===== src/rtl/bus_port_fifo.sv =====
// bus_port_fifo: interface stage between one device and one port of the
// bs_gnrtr_n_rbtr bus.
//   TX path: device -> FIFO -> bus. First-word fall-through. D_pop shows the
//            head entry and pndng flags that the FIFO is non-empty. The bus
//            dequeues the head with pop.
//   RX path: bus -> ID filter -> FIFO -> device. Packets addressed to id or
//            bcast are queued. dev_rd_en returns the head entry one cycle
//            later on dev_rd_data, qualified by dev_rd_valid.
// Ports:
//   clk, reset                    rising-edge clock, synchronous active-high reset
//   dev_wr_en/dev_wr_data/dev_full        device side of the TX FIFO
//   pndng/D_pop/pop                       bus side of the TX FIFO
//   push/D_push                           bus side of the RX FIFO
//   dev_rd_en/dev_rd_data/dev_rd_valid/dev_empty  device side of the RX FIFO
//   tx_ovf_cnt, rx_drop_cnt, rx_misroute_cnt      saturating drop counters
module bus_port_fifo #(
  parameter int          pckg_sz = 16,
  parameter int          depth   = 8,
  parameter logic [7:0]  id      = 8'd0,
  parameter logic [7:0]  bcast   = 8'hFF
) (
  input  logic               clk,
  input  logic               reset,
  input  logic               dev_wr_en,
  input  logic [pckg_sz-1:0] dev_wr_data,
  output logic               dev_full,
  output logic               pndng,
  output logic [pckg_sz-1:0] D_pop,
  input  logic               pop,
  input  logic               push,
  input  logic [pckg_sz-1:0] D_push,
  input  logic               dev_rd_en,
  output logic [pckg_sz-1:0] dev_rd_data,
  output logic               dev_rd_valid,
  output logic               dev_empty,
  output logic [7:0]         tx_ovf_cnt,
  output logic [7:0]         rx_drop_cnt,
  output logic [7:0]         rx_misroute_cnt
);

  localparam int aw = $clog2(depth);

  // ---------------------------------------------------------------- TX FIFO
  logic [pckg_sz-1:0] tx_mem [depth];
  logic [aw:0]        tx_wr_ptr, tx_rd_ptr;
  logic               tx_empty, tx_full;
  logic               tx_do_pop, tx_do_wr, tx_ovf;

  // The extra MSB on each pointer tells full from empty when the indexes match.
  assign tx_empty = (tx_wr_ptr == tx_rd_ptr);
  assign tx_full  = (tx_wr_ptr[aw] != tx_rd_ptr[aw]) &&
                    (tx_wr_ptr[aw-1:0] == tx_rd_ptr[aw-1:0]);

  // A pop in the same cycle frees the head slot, so a write while full can
  // still be taken. The popped word has already been read out through D_pop.
  assign tx_do_pop = !reset && pop && !tx_empty;
  assign tx_do_wr  = !reset && dev_wr_en && (!tx_full || tx_do_pop);
  assign tx_ovf    = !reset && dev_wr_en && tx_full && !tx_do_pop;

  assign pndng    = !tx_empty;
  assign D_pop    = tx_mem[tx_rd_ptr[aw-1:0]];
  assign dev_full = tx_full;

  always_ff @(posedge clk) begin
    if (tx_do_wr) tx_mem[tx_wr_ptr[aw-1:0]] <= dev_wr_data;
  end

  always_ff @(posedge clk) begin
    if (reset) begin
      tx_wr_ptr  <= '0;
      tx_rd_ptr  <= '0;
      tx_ovf_cnt <= '0;
    end else begin
      if (tx_do_wr)  tx_wr_ptr <= tx_wr_ptr + 1'b1;
      if (tx_do_pop) tx_rd_ptr <= tx_rd_ptr + 1'b1;
      if (tx_ovf && tx_ovf_cnt != 8'hFF) tx_ovf_cnt <= tx_ovf_cnt + 8'd1;
    end
  end

  // ---------------------------------------------------------------- RX FIFO
  logic [pckg_sz-1:0] rx_mem [depth];
  logic [aw:0]        rx_wr_ptr, rx_rd_ptr;
  logic               rx_empty, rx_full;
  logic [7:0]         dest;
  logic               dest_ok;
  logic               rx_do_rd, rx_do_push, rx_drop, rx_misroute;

  assign rx_empty = (rx_wr_ptr == rx_rd_ptr);
  assign rx_full  = (rx_wr_ptr[aw] != rx_rd_ptr[aw]) &&
                    (rx_wr_ptr[aw-1:0] == rx_rd_ptr[aw-1:0]);

  assign dest    = D_push[pckg_sz-1 -: 8];
  assign dest_ok = (dest == id) || (dest == bcast);

  // The head is copied to dev_rd_data on the same edge that the slot is
  // refilled, so a push and a read can both go ahead while the FIFO is full.
  assign rx_do_rd    = !reset && dev_rd_en && !rx_empty;
  assign rx_do_push  = !reset && push && dest_ok && (!rx_full || rx_do_rd);
  assign rx_drop     = !reset && push && dest_ok && rx_full && !rx_do_rd;
  assign rx_misroute = !reset && push && !dest_ok;

  assign dev_empty = rx_empty;

  always_ff @(posedge clk) begin
    if (rx_do_push) rx_mem[rx_wr_ptr[aw-1:0]] <= D_push;
  end

  always_ff @(posedge clk) begin
    if (reset) begin
      rx_wr_ptr       <= '0;
      rx_rd_ptr       <= '0;
      dev_rd_data     <= '0;
      dev_rd_valid    <= 1'b0;
      rx_drop_cnt     <= '0;
      rx_misroute_cnt <= '0;
    end else begin
      dev_rd_valid <= rx_do_rd;
      if (rx_do_rd) begin
        dev_rd_data <= rx_mem[rx_rd_ptr[aw-1:0]];
        rx_rd_ptr   <= rx_rd_ptr + 1'b1;
      end
      if (rx_do_push) rx_wr_ptr <= rx_wr_ptr + 1'b1;
      if (rx_drop && rx_drop_cnt != 8'hFF) rx_drop_cnt <= rx_drop_cnt + 8'd1;
      if (rx_misroute && rx_misroute_cnt != 8'hFF)
        rx_misroute_cnt <= rx_misroute_cnt + 8'd1;
    end
  end

endmodule


===== config.mk =====
export PLATFORM = sky130hd
export DESIGN_NAME = bus_port_fifo
export DESIGN_NICKNAME = d
export VERILOG_FILES = /design/src/rtl/bus_port_fifo.sv
export SDC_FILE = /design/constraint.sdc
export NUM_CORES = 1
export LEC_CHECK = 0
export CAP_MARGIN = 10
export CORE_UTILIZATION = 58
export DETAILED_ROUTE_END_ITERATION = 16
export GPL_TIMING_DRIVEN = 0
export PLACE_DENSITY = 0.79
export SYNTH_ARGS = -nofsm -noshare
export SYNTH_HDL_FRONTEND = slang
export SYNTH_SLANG_ARGS = --single-unit

===== constraint.sdc =====
create_clock -name clk -period 4.9 [get_ports clk]
set_input_delay 0.735 -clock clk [delete_from_list [all_inputs] [get_ports clk]]
set_output_delay 0.735 -clock clk [all_outputs]
set_load 0.1 [all_outputs]

# Word-level counts from Yosys, hierarchy flattened
# Memory sizes are Yosys's and may differ from the RTL's. A register that Yosys moved wholly into a read port is not among the register bits.
# Cells that the tools add are included.
[totals]
register_bits = 41
n_memories = 2
elab_cells = 64
in_bits = 38
ram_bits = 256
[classes]
addsub = 7
eq_ne = 10
n_mux = 6
reduce_logical = 31
[mem_list]
columns = ["memory", "depth", "word_bits", "rd", "rd_ports_with_merged_regs", "write_ports", "line", "text"]
rows = [
  ["rx_mem", 8, 16, 1, 1, 1, "81", "logic [pckg_sz-1:0] rx_mem [depth];"],
  ["tx_mem", 8, 16, 1, 1, 1, "44", "logic [pckg_sz-1:0] tx_mem [depth];"],
]
[ops]
columns = ["operator", "n"]
rows = [
  ["$add A8 B1 Y8 const B", 3],
  ["$ne A8 B8 Y1 const B", 3],
  ["$logic_and A1 B1 Y1", 19],
  ["$add A4 B1 Y4 const B", 4],
  ["$eq A4 B4 Y1", 2],
  ["$eq A8 B8 Y1 const B", 1],
  ["$logic_not A1 Y1", 8],
  ["$logic_not A8 Y1", 1],
  ["$eq A3 B3 Y1", 2],
  ["$mux W3", 2],
  ["$mux W1", 4],
  ["$logic_or A1 B1 Y1", 3],
  ["$ne A1 B1 Y1", 2],
]

# Depth between registers and ports, before layout
[depth]
ltp_word = 7
ltp_mapped = 7

# Worst setup path after synthesis
# OpenSTA, ideal clock, no wires.
[synth_path]
kind = "input-to-reg"
start = "in D_push[14]"
end = "mem rx_mem[4][0] (enable)"
setup_ns = 0.436
n_path_buf = 0
cell_stages = 5
slack_ns = 1.030
t_arrival_ns = 3.434
cell_sequence = "nand4_1 -> or2_2 -> a21boi_0 -> nand2_1 -> nor4b_1"
[synth_via]
elab_chain_len = 6
[synth_lines]
columns = ["item", "line", "text"]
rows = [
  ["start: declaration", "31", "input logic [pckg_sz-1:0] D_push,"],
  ["$eq A8 B8 Y1 or $logic_not A8 Y1 (tied branches)", "93", "assign dest_ok = (dest == id) || (dest == bcast);"],
  ["$logic_or A1 B1 Y1 *", "93", ""],
  ["$logic_and A1 B1 Y1 * (2 in a row)", "98", "assign rx_do_push = !reset && push && dest_ok && (!rx_full || rx_do_rd);"],
  ["$mux W1 *", "105", "if (rx_do_push) rx_mem[rx_wr_ptr[aw-1:0]] <= D_push;"],
  ["$mux W1 (not written as such) *", "105", ""],
  ["end: declaration", "81", ""],
]
# Every way passes the cells marked *; elsewhere a longest branch is shown, timed or not.

==> impl_metrics.tcl <==
set metrics [dict create \
    hold_violations 0 \
    synth-edff-count 256 \
    seq_area_sq_mm 0.00889 \
    vias_per_cell 6.07 \
    grt_pass1_wl_um 41200 \
    track_usage 0.253 \
    grt_max_degree 17 \
    yosysTopAreaCellShare 0.619 \
    dp_cells 1088 \
    clockRootBuffer "clkbuf_16" \
    skew_ns 0.0153 \
    place.gp.congestion 0.799 \
    initialDrtViolationCount 465 \
    initial_core_util 0.591 \
    ctsResizeCount 0 \
    critPathKind "reg -> out" \
    wl_per_cell_um 23.7 \
    max_freq_mhz 240 \
    ff2ff_setup_slack_ns 2.10 \
    drv_slew 0 \
    synth_top_cells_by_count "edfxtp_1 (256), mux4_2 (64), dfxtp_1 (60), a21oi_1 (30), nor2_1 (29)" \
    worstSetupEndpointType "output pin" \
    finalSetupViolCount 0 \
    required_ns 4.16 \
    clkSlewWorstSetupHoldPaths_ns 0.06 \
    multi_input_area_sq_mm 0.00340 \
    pwr-share-seq 0.545 \
    p_int_uw 4200 \
    fin_nets 891 \
    fin_util 0.710 \
    period_minus_slack_ns 4.17 \
    ir_worst_vdd_uv 348 \
    hp-class "reg -> reg" \
    leakagePower_uw 0.00471 \
    vias 6954 \
    antenna_found_initial 0 \
    die_width_um 148 \
    holdBufCountCts 0 \
    yosys.cell_types.count 52 \
    cp_max_fo 10 \
    port_buffers 97 \
    synth-seq-area-share 0.715 \
    yosysMostFrequentCell "edfxtp_1" \
    max-clock-path-buffers 3 \
    fillers 1247 \
    dp_hpwl_um 17700 \
    worst_pin_slew_ns 1.01 \
    row_count 53 \
    yosys_warnings 0 \
    max-cap-violations 0 \
    fin_hold_ws_ns 0.496 \
    totalPowerFinal_uw 5370 \
    slew_headroom 0.322 \
    ys_seq_elements 316 \
    synth_top_cell_by_area "edfxtp_1" \
    insertedDiodeCount 0 \
    p_sw_frac 0.219 \
    clockPowerShare 0.395 \
    syn_area_sq_mm 0.0124 \
    p_per_area_mw_per_mm2 360 \
    post_cts_buffers 0 \
    final_cells 1145 \
    drc 0 \
    io_pins 98 \
    switchingPower_uw 1170 \
    first_global_vias 7321 \
    avgSynthCellArea_sq_um 17.8 \
    start_kind "register" \
    status "complete, no violations" \
    syn2layout_area_growth_pct 20.2 \
    coreArea_sq_mm 0.0210 \
    netlist_instances 697 \
    async_flop_share 0 \
    cts.sinks 316 \
    rsz0062_at_grt "false" \
    die_y_um 148 \
    cts-buffers-inserted 31 \
    clkLatencyLatePin_ns 0.55 \
    h-tree-depth 1 \
    arrival_ns 3.43 \
    drt-pass1-iter-count 5 \
    fin_crit_sh 0.850 \
    cts_tree "yes" \
    gr-total-overflow 0 \
    ant_nets 0 \
    synth.top_cells.by_area "edfxtp_1 (62%), mux4_2 (12%), dfxtp_1 (9.7%)" \
    combPwrFrac 0.061 \
    final_layout_size_suffix_gt1_frac 0.215 \
    die-area_sq_mm 0.0220 \
    drt_wl_total_um 27100 \
    synthesis.nets 742 \
    ys.flop_type "edfxtp_1" \
]
==> cells by family after synthesis <==
| logic type | after synthesis | synth area share |
|---|---|---|
| AND/OR/NAND/NOR | 130 | 0.0580 |
| adder cells (fa/ha/maj) | 7 | 0.00705 |
| AO/OA/AOI/OAI | 75 | 0.0366 |
| flip-flops | 316 | 0.715 |
| buffers and inverters | 44 | 0.0165 |
| XOR/XNOR | 22 | 0.0173 |
| multiplexers | 103 | 0.149 |
==> final cells by class <==
cell class                 count  area share
sequential                   316       0.595
tap                          275      0.0230
buffer                        36      0.0117
multi-input combinational    337       0.227
timing repair buffer         116      0.0806
inverter                       8     0.00201
clock inverter                14     0.00444
clock buffer                  43      0.0556
==> per-stage QoR <==
stage	setup WS, ns	area (sq um)	setup TNS [ns]
after floorplan	1.03	12400	0
after global placement	-1.48	13700	-84.07
after detailed placement	0.583	14000	0
after CTS	0.676	14900	0
after global routing	0.615	14900	0
final	0.734	14900	0
==> per-layer routing <==
metal / share of wire / wire length, um / GRT usage
met5: 0 / 0 / 0
met4: 0.032 / 859 / 0.0856
met3: 0.059 / 1600 / 0.0442
met2: 0.53 / 14300 / 0.460
met1: 0.38 / 10300 / 0.305
==> layout by cell type (no fill, tap or decap), types with 18 or more instances in the layout <==
master             n
a21oi_1           30
clkbuf_1          27
clkbuf_16         31
clkdlybuf4s50_1   97
dfxtp_1           60
edfxtp_1         256
mux2_2            18
mux2i_1           21
mux4_2            64
nand2_1           27
nor2_1            23
o21ai_0           26
==> worst max-delay path: stages (launching register included) <==
cell             delay [ns]
dfxtp_1                0.32
clkbuf_1               0.29
buf_2                  0.44
mux4_2                 0.56
mux2_2                 0.29
clkdlybuf4s50_1        0.98
==> state kept, by name (all words and copies together), names as in the netlist, named ones only <==
register         cells
rx_mem             128
tx_mem             128
dev_rd_data         16
rx_drop_cnt          8
rx_misroute_cnt      8
tx_ovf_cnt           8
rx_rd_ptr            4
rx_wr_ptr            4
tx_rd_ptr            4
tx_wr_ptr            4
dev_rd_valid         1
==> power by group through the flow <==
stage / Sequential (uW) / Clock, uW / Combinational [uW]
after floorplan: 2990 / 0 / 195
after global placement: 2980 / 0 / 311
after detailed placement: 2980 / 0 / 325
after CTS: 2930 / 2140 / 328
after global routing: 2920 / 2240 / 341
final: 2930 / 2120 / 326
==> worst paths after layout <==
check | from | endpoint | cells after the start
max reg2reg | rx_wr_ptr[0] | rx_mem[4][2] | 9
max | register | D_pop[2] | 5
min reg2reg | rx_wr_ptr[3] | rx_wr_ptr[3] | 1
min | rx_wr_ptr[3] | rx_wr_ptr[3] | 1
(Power assumes the default switching activity.)
